## src/rtl/roce_pkg.sv

```systemverilog
// Shared definitions for the RoCE traffic generator: op codes, meta field
// layout and the command FSM state encoding.
package roce_pkg;

  localparam logic [2:0] ROCE_OP_READ  = 3'd0;
  localparam logic [2:0] ROCE_OP_WRITE = 3'd1;

  localparam int META_OP_LSB    = 0;
  localparam int META_OP_W      = 3;
  localparam int META_QPN_LSB   = 3;
  localparam int META_QPN_W     = 24;
  localparam int META_LADDR_LSB = 27;
  localparam int META_RADDR_LSB = 75;
  localparam int META_ADDR_W    = 48;
  localparam int META_LEN_LSB   = 123;
  localparam int META_LEN_W     = 32;
  localparam int META_FIELDS_W  = 155;

  typedef enum logic [1:0] {
    ST_IDLE,
    ST_META,
    ST_DATA,
    ST_DRAIN
  } roce_state_e;

  function automatic logic [META_FIELDS_W-1:0] roce_pack_meta(
    input logic [META_OP_W-1:0]   op,
    input logic [META_QPN_W-1:0]  qpn,
    input logic [META_ADDR_W-1:0] laddr,
    input logic [META_ADDR_W-1:0] raddr,
    input logic [META_LEN_W-1:0]  len
  );
    logic [META_FIELDS_W-1:0] m;
    m = '0;
    m[META_OP_LSB    +: META_OP_W]   = op;
    m[META_QPN_LSB   +: META_QPN_W]  = qpn;
    m[META_LADDR_LSB +: META_ADDR_W] = laddr;
    m[META_RADDR_LSB +: META_ADDR_W] = raddr;
    m[META_LEN_LSB   +: META_LEN_W]  = len;
    return m;
  endfunction

endpackage

```

## src/rtl/roce_data_pattern_gen.sv

```systemverilog
// WRITE payload sequencing: global beat counter, beats per burst derived from
// the transfer length, and end-of-burst flag.
module roce_data_pattern_gen #(
  parameter int DATA_W = 512
) (
  input  logic        ap_clk,
  input  logic        areset,
  input  logic        clear,
  input  logic [4:0]  log2_len,
  input  logic        beat_fire,
  output logic [31:0] beat_cnt,
  output logic        burst_last
);

  localparam logic [4:0] LOG2_BPB = 5'($clog2(DATA_W / 8));

  logic [31:0] burst_idx;
  logic [31:0] beats_m1;

  // Transfers shorter than one bus word still take a single beat.
  always_comb begin
    beats_m1 = '0;
    if (log2_len > LOG2_BPB)
      beats_m1 = (32'd1 << (log2_len - LOG2_BPB)) - 32'd1;
  end

  assign burst_last = (burst_idx == beats_m1);

  always_ff @(posedge ap_clk) begin
    if (areset || clear) begin
      beat_cnt  <= '0;
      burst_idx <= '0;
    end else if (beat_fire) begin
      beat_cnt  <= beat_cnt + 32'd1;
      burst_idx <= burst_last ? '0 : burst_idx + 32'd1;
    end
  end

endmodule

```

## src/rtl/roce_traffic_gen.sv

```systemverilog
// RDMA READ/WRITE command generator: round-robin QPs, windowed by retired
// status beats, with WRITE payload sourced from a beat counter pattern.
module roce_traffic_gen
  import roce_pkg::*;
#(
  parameter int META_W          = 256,
  parameter int DATA_W          = 512,
  parameter int STATUS_W        = 512,
  parameter int NUM_QP          = 4,
  parameter int MAX_OUTSTANDING = 16
) (
  input  logic                         ap_clk,
  input  logic                         areset,
  input  logic                         start,
  input  logic                         cfg_write,
  input  logic [23:0]                  cfg_qpn_base,
  input  logic [$clog2(NUM_QP+1)-1:0]  cfg_num_qp,
  input  logic [4:0]                   cfg_log2_len,
  input  logic [31:0]                  cfg_num_cmds,
  input  logic [47:0]                  cfg_laddr_base,
  input  logic [47:0]                  cfg_raddr_base,
  output logic                         m_axis_tx_meta_tvalid,
  input  logic                         m_axis_tx_meta_tready,
  output logic [META_W-1:0]            m_axis_tx_meta_tdata,
  output logic [META_W/8-1:0]          m_axis_tx_meta_tkeep,
  output logic                         m_axis_tx_meta_tlast,
  output logic                         m_axis_tx_data_tvalid,
  input  logic                         m_axis_tx_data_tready,
  output logic [DATA_W-1:0]            m_axis_tx_data_tdata,
  output logic [DATA_W/8-1:0]          m_axis_tx_data_tkeep,
  output logic                         m_axis_tx_data_tlast,
  input  logic                         s_axis_tx_status_tvalid,
  output logic                         s_axis_tx_status_tready,
  input  logic [STATUS_W-1:0]          s_axis_tx_status_tdata,
  input  logic [STATUS_W/8-1:0]        s_axis_tx_status_tkeep,
  input  logic                         s_axis_tx_status_tlast,
  output logic                         busy,
  output logic                         done,
  output logic                         err_status,
  output logic [31:0]                  issued_cnt,
  output logic [31:0]                  retired_cnt
);

  localparam int QP_W  = $clog2(NUM_QP + 1);
  localparam int OUT_W = $clog2(MAX_OUTSTANDING + 1);

  roce_state_e        state, state_nxt;
  logic               write_q;
  logic [23:0]        qpn_base_q;
  logic [QP_W-1:0]    num_qp_q, num_qp_eff, qp_idx;
  logic [4:0]         log2_len_q;
  logic [31:0]        num_cmds_q, len_bytes, beat_cnt;
  logic [47:0]        laddr_q, raddr_q;
  logic [OUT_W-1:0]   outstanding;
  logic               start_ok, meta_fire, data_fire, status_fire, status_ok;
  logic               burst_last;
  logic               status_unused;

  assign status_unused = ^{s_axis_tx_status_tdata, s_axis_tx_status_tkeep, s_axis_tx_status_tlast};

  assign start_ok    = start && (state == ST_IDLE);
  assign meta_fire   = m_axis_tx_meta_tvalid && m_axis_tx_meta_tready;
  assign data_fire   = m_axis_tx_data_tvalid && m_axis_tx_data_tready;
  assign status_fire = s_axis_tx_status_tvalid;
  assign status_ok   = status_fire && (outstanding != '0);
  assign len_bytes   = 32'd1 << log2_len_q;

  always_comb begin
    num_qp_eff = cfg_num_qp;
    if (cfg_num_qp == '0)
      num_qp_eff = QP_W'(1);
    else if (cfg_num_qp > QP_W'(NUM_QP))
      num_qp_eff = QP_W'(NUM_QP);
  end

  always_ff @(posedge ap_clk) begin
    if (areset)
      state <= ST_IDLE;
    else
      state <= state_nxt;
  end

  always_comb begin
    state_nxt = state;
    unique case (state)
      ST_IDLE:
        if (start_ok)
          state_nxt = (cfg_num_cmds == '0) ? ST_DRAIN : ST_META;
      ST_META:
        if (meta_fire) begin
          if (write_q)
            state_nxt = ST_DATA;
          else if (issued_cnt + 32'd1 == num_cmds_q)
            state_nxt = ST_DRAIN;
        end
      ST_DATA:
        if (data_fire && burst_last)
          state_nxt = (issued_cnt == num_cmds_q) ? ST_DRAIN : ST_META;
      ST_DRAIN:
        if (retired_cnt == num_cmds_q)
          state_nxt = ST_IDLE;
      default: state_nxt = ST_IDLE;
    endcase
  end

  always_comb begin
    m_axis_tx_meta_tvalid = (state == ST_META) && (outstanding < OUT_W'(MAX_OUTSTANDING));
    m_axis_tx_data_tvalid = (state == ST_DATA);
    done                  = (state == ST_DRAIN) && (retired_cnt == num_cmds_q);
    busy                  = (state != ST_IDLE) && !done;
  end

  // Command context: latched at start, advanced on each meta handshake.
  always_ff @(posedge ap_clk) begin
    if (areset) begin
      write_q     <= 1'b0;
      qpn_base_q  <= '0;
      num_qp_q    <= QP_W'(1);
      log2_len_q  <= '0;
      num_cmds_q  <= '0;
      laddr_q     <= '0;
      raddr_q     <= '0;
      qp_idx      <= '0;
      issued_cnt  <= '0;
      retired_cnt <= '0;
    end else if (start_ok) begin
      write_q     <= cfg_write;
      qpn_base_q  <= cfg_qpn_base;
      num_qp_q    <= num_qp_eff;
      log2_len_q  <= cfg_log2_len;
      num_cmds_q  <= cfg_num_cmds;
      laddr_q     <= cfg_laddr_base;
      raddr_q     <= cfg_raddr_base;
      qp_idx      <= '0;
      issued_cnt  <= '0;
      retired_cnt <= '0;
    end else begin
      if (meta_fire) begin
        issued_cnt <= issued_cnt + 32'd1;
        laddr_q    <= laddr_q + 48'(len_bytes);
        raddr_q    <= raddr_q + 48'(len_bytes);
        qp_idx     <= (qp_idx == num_qp_q - QP_W'(1)) ? '0 : qp_idx + QP_W'(1);
      end
      if (status_ok)
        retired_cnt <= retired_cnt + 32'd1;
    end
  end

  // Window tracking; a status beat with nothing in flight is flagged, not counted.
  always_ff @(posedge ap_clk) begin
    if (areset) begin
      outstanding <= '0;
      err_status  <= 1'b0;
    end else begin
      if (meta_fire && !status_ok)
        outstanding <= outstanding + OUT_W'(1);
      else if (!meta_fire && status_ok)
        outstanding <= outstanding - OUT_W'(1);
      if (status_fire && (outstanding == '0))
        err_status <= 1'b1;
    end
  end

  roce_data_pattern_gen #(
    .DATA_W(DATA_W)
  ) u_pattern (
    .ap_clk    (ap_clk),
    .areset    (areset),
    .clear     (start_ok),
    .log2_len  (log2_len_q),
    .beat_fire (data_fire),
    .beat_cnt  (beat_cnt),
    .burst_last(burst_last)
  );

  assign m_axis_tx_meta_tdata = m_axis_tx_meta_tvalid
    ? META_W'(roce_pack_meta(write_q ? ROCE_OP_WRITE : ROCE_OP_READ,
                             qpn_base_q + 24'(qp_idx), laddr_q, raddr_q, len_bytes))
    : '0;
  assign m_axis_tx_meta_tkeep    = '1;
  assign m_axis_tx_meta_tlast    = 1'b1;

  assign m_axis_tx_data_tdata    = m_axis_tx_data_tvalid ? {(DATA_W/32){beat_cnt}} : '0;
  assign m_axis_tx_data_tkeep    = '1;
  assign m_axis_tx_data_tlast    = m_axis_tx_data_tvalid && burst_last;

  assign s_axis_tx_status_tready = 1'b1;

endmodule

```

## config.mk

```make
export PLATFORM = sky130hd
export DESIGN_NAME = roce_traffic_gen
export DESIGN_NICKNAME = d
export VERILOG_FILES = /design/src/rtl/roce_pkg.sv /design/src/rtl/roce_data_pattern_gen.sv /design/src/rtl/roce_traffic_gen.sv
export SDC_FILE = /design/constraint.sdc
export NUM_CORES = 1
export LEC_CHECK = 0
export BUFFER_PORTS_ARGS = -buffer_cell sky130_fd_sc_hd__buf_2
export CAP_MARGIN = 10
export CORE_AREA = 2 2 655 657
export DETAILED_ROUTE_END_ITERATION = 6
export DIE_AREA = 0 0 657 659
export GPL_TIMING_DRIVEN = 0
export HOLD_SLACK_MARGIN = 0.08
export SETUP_SLACK_MARGIN = 0.15
export SKIP_CTS_REPAIR_TIMING = 1
export SLEW_MARGIN = 0
export SYNTH_ARGS = -nofsm -noshare
export SYNTH_HDL_FRONTEND = slang
export SYNTH_SLANG_ARGS = --single-unit
export TNS_END_PERCENT = 10
```

## constraint.sdc

```tcl
create_clock -name ap_clk -period 6 [get_ports ap_clk]
set_input_delay 0.6 -clock ap_clk [delete_from_list [all_inputs] [get_ports ap_clk]]
set_output_delay 0.6 -clock ap_clk [all_outputs]
set_load 0.02 [all_outputs]
```

==> results_tabular.tex <==
\begin{tabular}{lr}
\hline
Metric & Value \\
\hline
\multicolumn{2}{l}{\textbf{Worst setup path}} \\
Family with the most delay on the worst path & buffers and inverters \\
Slowest library cell on the worst path & dfxtp\_1 \\
CP Launch Type & flop \\
Crit path buffers/inverters & 8 \\
Worst path cell trace & buf\_2 > buf\_2 > clkbuf\_2 > buf\_2 > clkbuf\_2 > nor2\_2 > ha\_1 > fa\_1 > a21oi\_2 > o21bai\_1 > a2111oi\_4 > nor4b\_1 > a221oi\_2 > buf\_4 > a211oi\_2 > buf\_6 > nand2\_2 > inv\_1 > a2111oi\_0 \\
Critical path required time & between 6 and 7 ns \\
Worst flop-to-flop path startpoint & log2\_len\_q[4] \\
CP Max Fanout & 10 \\
Highest cell delay on the worst timing path & $\sim$0.46 ns \\
Class of the most critical setup path & reg2reg \\
Nature of the critical path endpoint & flop \\
Startpoint of the worst setup timing path & log2\_len\_q[4] \\
Arrival time at the worst endpoint & 6.33 ns \\
Most used cell along the critical path & buf\_2 \\
\multicolumn{2}{l}{\textbf{Detailed routing}} \\
Via total after detailed routing & about 29000 \\
DRT antenna net count & 0 \\
Detailed-router iteration count before antenna repair & 6 \\
Vias/cell & between 2 and 3 \\
DRC errors left & 0 \\
Routed wire length & 184000 um \\
Detailed Route Iter0 Violations & between 2000 and 2500 \\
Drt wl/cell & around 18 um \\
\multicolumn{2}{l}{\textbf{Floorplanning}} \\
Die X & roughly 660 um \\
Count of boundary I/O pins & roughly 1700 \\
Site row count & 240 \\
Die Span Y & approximately 660 um \\
Area enclosed by the die boundary & around 430000 um\^{}2 \\
Std-Cell Core Area & around 430000 um\^{}2 \\
Initial core utilization & 6.23\% \\
\multicolumn{2}{l}{\textbf{Timing}} \\
Final Skew & 0.0547 ns \\
Final cycle utilization of the critical path & 97.0\% \\
Final worst setup slack & 0.182 ns \\
Crit path time final & 5.82 ns \\
Relative slew slack & between 10\% and 20\% \\
Worst Tran Pin Value & between 1 and 1.5 ns \\
Final setup viols & 0 \\
Final TNS setup & 0 ns \\
Final count of hold timing violations & 0 \\
RSZ-0062 raised after global routing & yes \\
Achievable clock frequency & 172 MHz \\
Final-report max-slew violation count & 0 \\
\multicolumn{2}{l}{\textbf{Finish}} \\
Post-route cell area & 41400 um\^{}2 \\
Multi-input combinational cell area & roughly 15000 um\^{}2 \\
Area overhead of the layout relative to synthesis & 55.9\% \\
Most frequent standard cell in the layout excluding fill and tap cells & buf\_2 \\
Area occupied by registers & 6010 um\^{}2 \\
Layout cells sized above 1 & about two fifths \\
Number of nets in the layout & between 5000 and 6000 \\
Fill cell total of the finished layout & about 50000 \\
Most frequent cells in the layout & buf\_2, buf\_4, nand2\_1, nor2\_1, dfxtp\_1 \\
\multicolumn{2}{l}{\textbf{Synthesis}} \\
Register bit count reported by yosys & 300 \\
Fraction of registers with async set/reset & 0\% \\
Count of unique library cells instantiated by Yosys & 98 \\
Ys flop type & dfxtp\_1 \\
Post-synthesis instance area & 26500 um\^{}2 \\
Cell taking the most area after synthesis & dfxtp\_1 \\
Cell count after synthesis & approximately 3600 \\
Total of warnings raised by yosys & 0 \\
Post-Syn Area per Cell & around 7.4 um\^{}2 \\
Top-area cell type share of the netlist area & 22.6\% \\
Number of enable flip-flop cells after synthesis & 0 \\
Top area cells in the synthesized netlist & dfxtp\_1, buf\_4, xor2\_1 \\
Sequential cell area fraction in the yosys report & 22.6\% \\
\multicolumn{2}{l}{\textbf{Global routing}} \\
Number of antenna violations at the first check in global routing & 50 \\
Overall overflow remaining after global route & 0 \\
Largest net degree at the start of global routing & 17 \\
First-pass GRT wire length & roughly 240000 um \\
Total track usage & 8.05\% \\
Via count of the first global-routing pass & between 20000 and 30000 \\
\multicolumn{2}{l}{\textbf{Power}} \\
Switching share of total power & around two fifths \\
Portion of total power attributed to the clock network & 39.1\% \\
Internal power summed over all cells & 4190 uW \\
Share of total power in combinational logic & approximately 28\% \\
Part of the total power dissipated in sequential elements & between 30 and 40\% \\
Sw power & about 2800 uW \\
Pwr dens & 169 nW/um\^{}2 \\
Lkg Pwr & between 0.015 and 0.02 uW \\
Peak supply drop & a little under 0.2 mV \\
\multicolumn{2}{l}{\textbf{Worst hold path}} \\
Worst hold path startpoint & cfg\_qpn\_base[20] \\
Worst hold path type & in2reg \\
\multicolumn{2}{l}{\textbf{CTS}} \\
Total number of H-tree levels & 2 \\
Clock root buffer & clkbuf\_16 \\
Clock tree sinks & 300 \\
Maximum number of buffers from clock root to sink & 3 \\
Clock buffers created by TritonCTS & 41 \\
Worst-Skew Late Latency & slightly below 0.7 ns \\
CTS clock-pin slew for the worst setup and hold paths & 0.06 ns \\
Clock tree from TritonCTS & built \\
\multicolumn{2}{l}{\textbf{Job}} \\
Max-capacitance violation count & 0 \\
\multicolumn{2}{l}{\textbf{Placement}} \\
Number of port buffers & 900 \\
RePlAce Congestion & between 0.9 and 1 \\
HPWL reported at the end of detailed placement & about 160000 um \\
Post-Place Setup Slack & -1.56 ns \\
Placed Area & between 30000 and 40000 um\^{}2 \\
\multicolumn{2}{l}{\textbf{Status}} \\
Result of the run & completed \\
\hline
\end{tabular}
synthesized netlist by cell type, drive strengths merged (9+ instances only):
cell type	count
nor3	84
a21oi	213
o22ai	9
a21o	43
inv	56
nand4	60
o21ai	97
nor2	363
and2	148
xnor2	142
o21bai	12
nand2b	15
a2111oi	10
and4	18
nor4	34
or2	12
ha	79
a311oi	36
dfxtp	300
a211oi	44
or3	31
o31ai	13
buf	712
and3	47
mux2i	9
nor2b	20
o211ai	14
nand2	384
nor3b	10
a31oi	23
nand3	93
o21a	11
xor2	176
clkbuf	145
power groups by stage:
stage / sequential [uW] / clock, uW / combinational, uW
2_1_floorplan: 2250 / 0 / 1130
5_1_grt: 2290 / 2860 / 2120
4_1_cts: 2280 / 2830 / 1980
6_report: 2280 / 2720 / 1970
3_3_place_gp: 2320 / 0 / 1930
3_5_place_dp: 2320 / 0 / 1970
path summary, 6_finish.rpt:
check	depth (start not counted)	to	slack, ns
max reg2reg	19	raddr_q[36]	0.18
min reg2reg	2	qpn_base_q[2]	0.47
min	3	qpn_base_q[20]	0.15
max	19	raddr_q[36]	0.18
cell families after synthesis:
group	Yosys count	synth area share, %
buffers and inverters	915	22.8
XOR/XNOR	318	10.5
multiplexers	10	0.382
adder cells (fa/ha/maj)	83	4.03
AND/OR/NAND/NOR	1349	24.9
flip-flops	300	22.6
AO/OA/AOI/OAI	602	14.8
other	2	0.0283
final cells by class:
| type | instances | area share [%] |
|---|---|---|
| Clock buffer | 47 | 2.63 |
| Sequential cell | 300 | 14.5 |
| Tap cell | 5687 | 17.2 |
| Timing Repair Buffer | 944 | 12.9 |
| Inverter | 58 | 0.535 |
| Buffer | 857 | 14.2 |
| Antenna cell | 12 | 0.0726 |
| Clock inverter | 27 | 0.789 |
| Multi-Input combinational cell | 2563 | 37.2 |
sequential cells by signal, summed over array words and instances, names as in the netlist:
register / flops
laddr_q: 48
u_pattern.beat_cnt: 32
issued_cnt: 32
err_status: 1
log2_len_q: 5
retired_cnt: 32
qpn_base_q: 24
state: 2
num_qp_q: 3
qp_idx: 3
num_cmds_q: 32
outstanding: 5
raddr_q: 48
write_q: 1
u_pattern.burst_idx: 32
tightest hold or removal path, cell delays in order:
cell     delay (ns)
buf_2          0.09
nand2_1        0.04
a21oi_1        0.05
stage by stage:
| step | power [uW] | utilization (%) | instances | hold WS, ns |
|---|---|---|---|---|
| final | 6980 | 9.72 | 10500 | 0.147 |
| after global routing | 7270 | 9.71 | 10500 | 0.105 |
| after CTS | 7090 | 9.66 | 10500 | 0.0497 |
| after detailed placement | 4290 | 9.32 | 10400 | 0.459 |
| after global placement | 4250 | 9.14 | 10400 | 0.452 |
| after floorplan | 3380 | - | 3778 | 0.441 |
layer usage:
metal / vias up / global-route usage (%) / share of wire (%)
met4: 42 / 6.42 / 9.5
met1: 13500 / 8.06 / 34
met5: - / 0 / 0.14
li1: 13700 / - / -
met3: 375 / 2.70 / 8.8
met2: 1277 / 13.7 / 47
No activity file was read; power rests on OpenSTA's default activity.
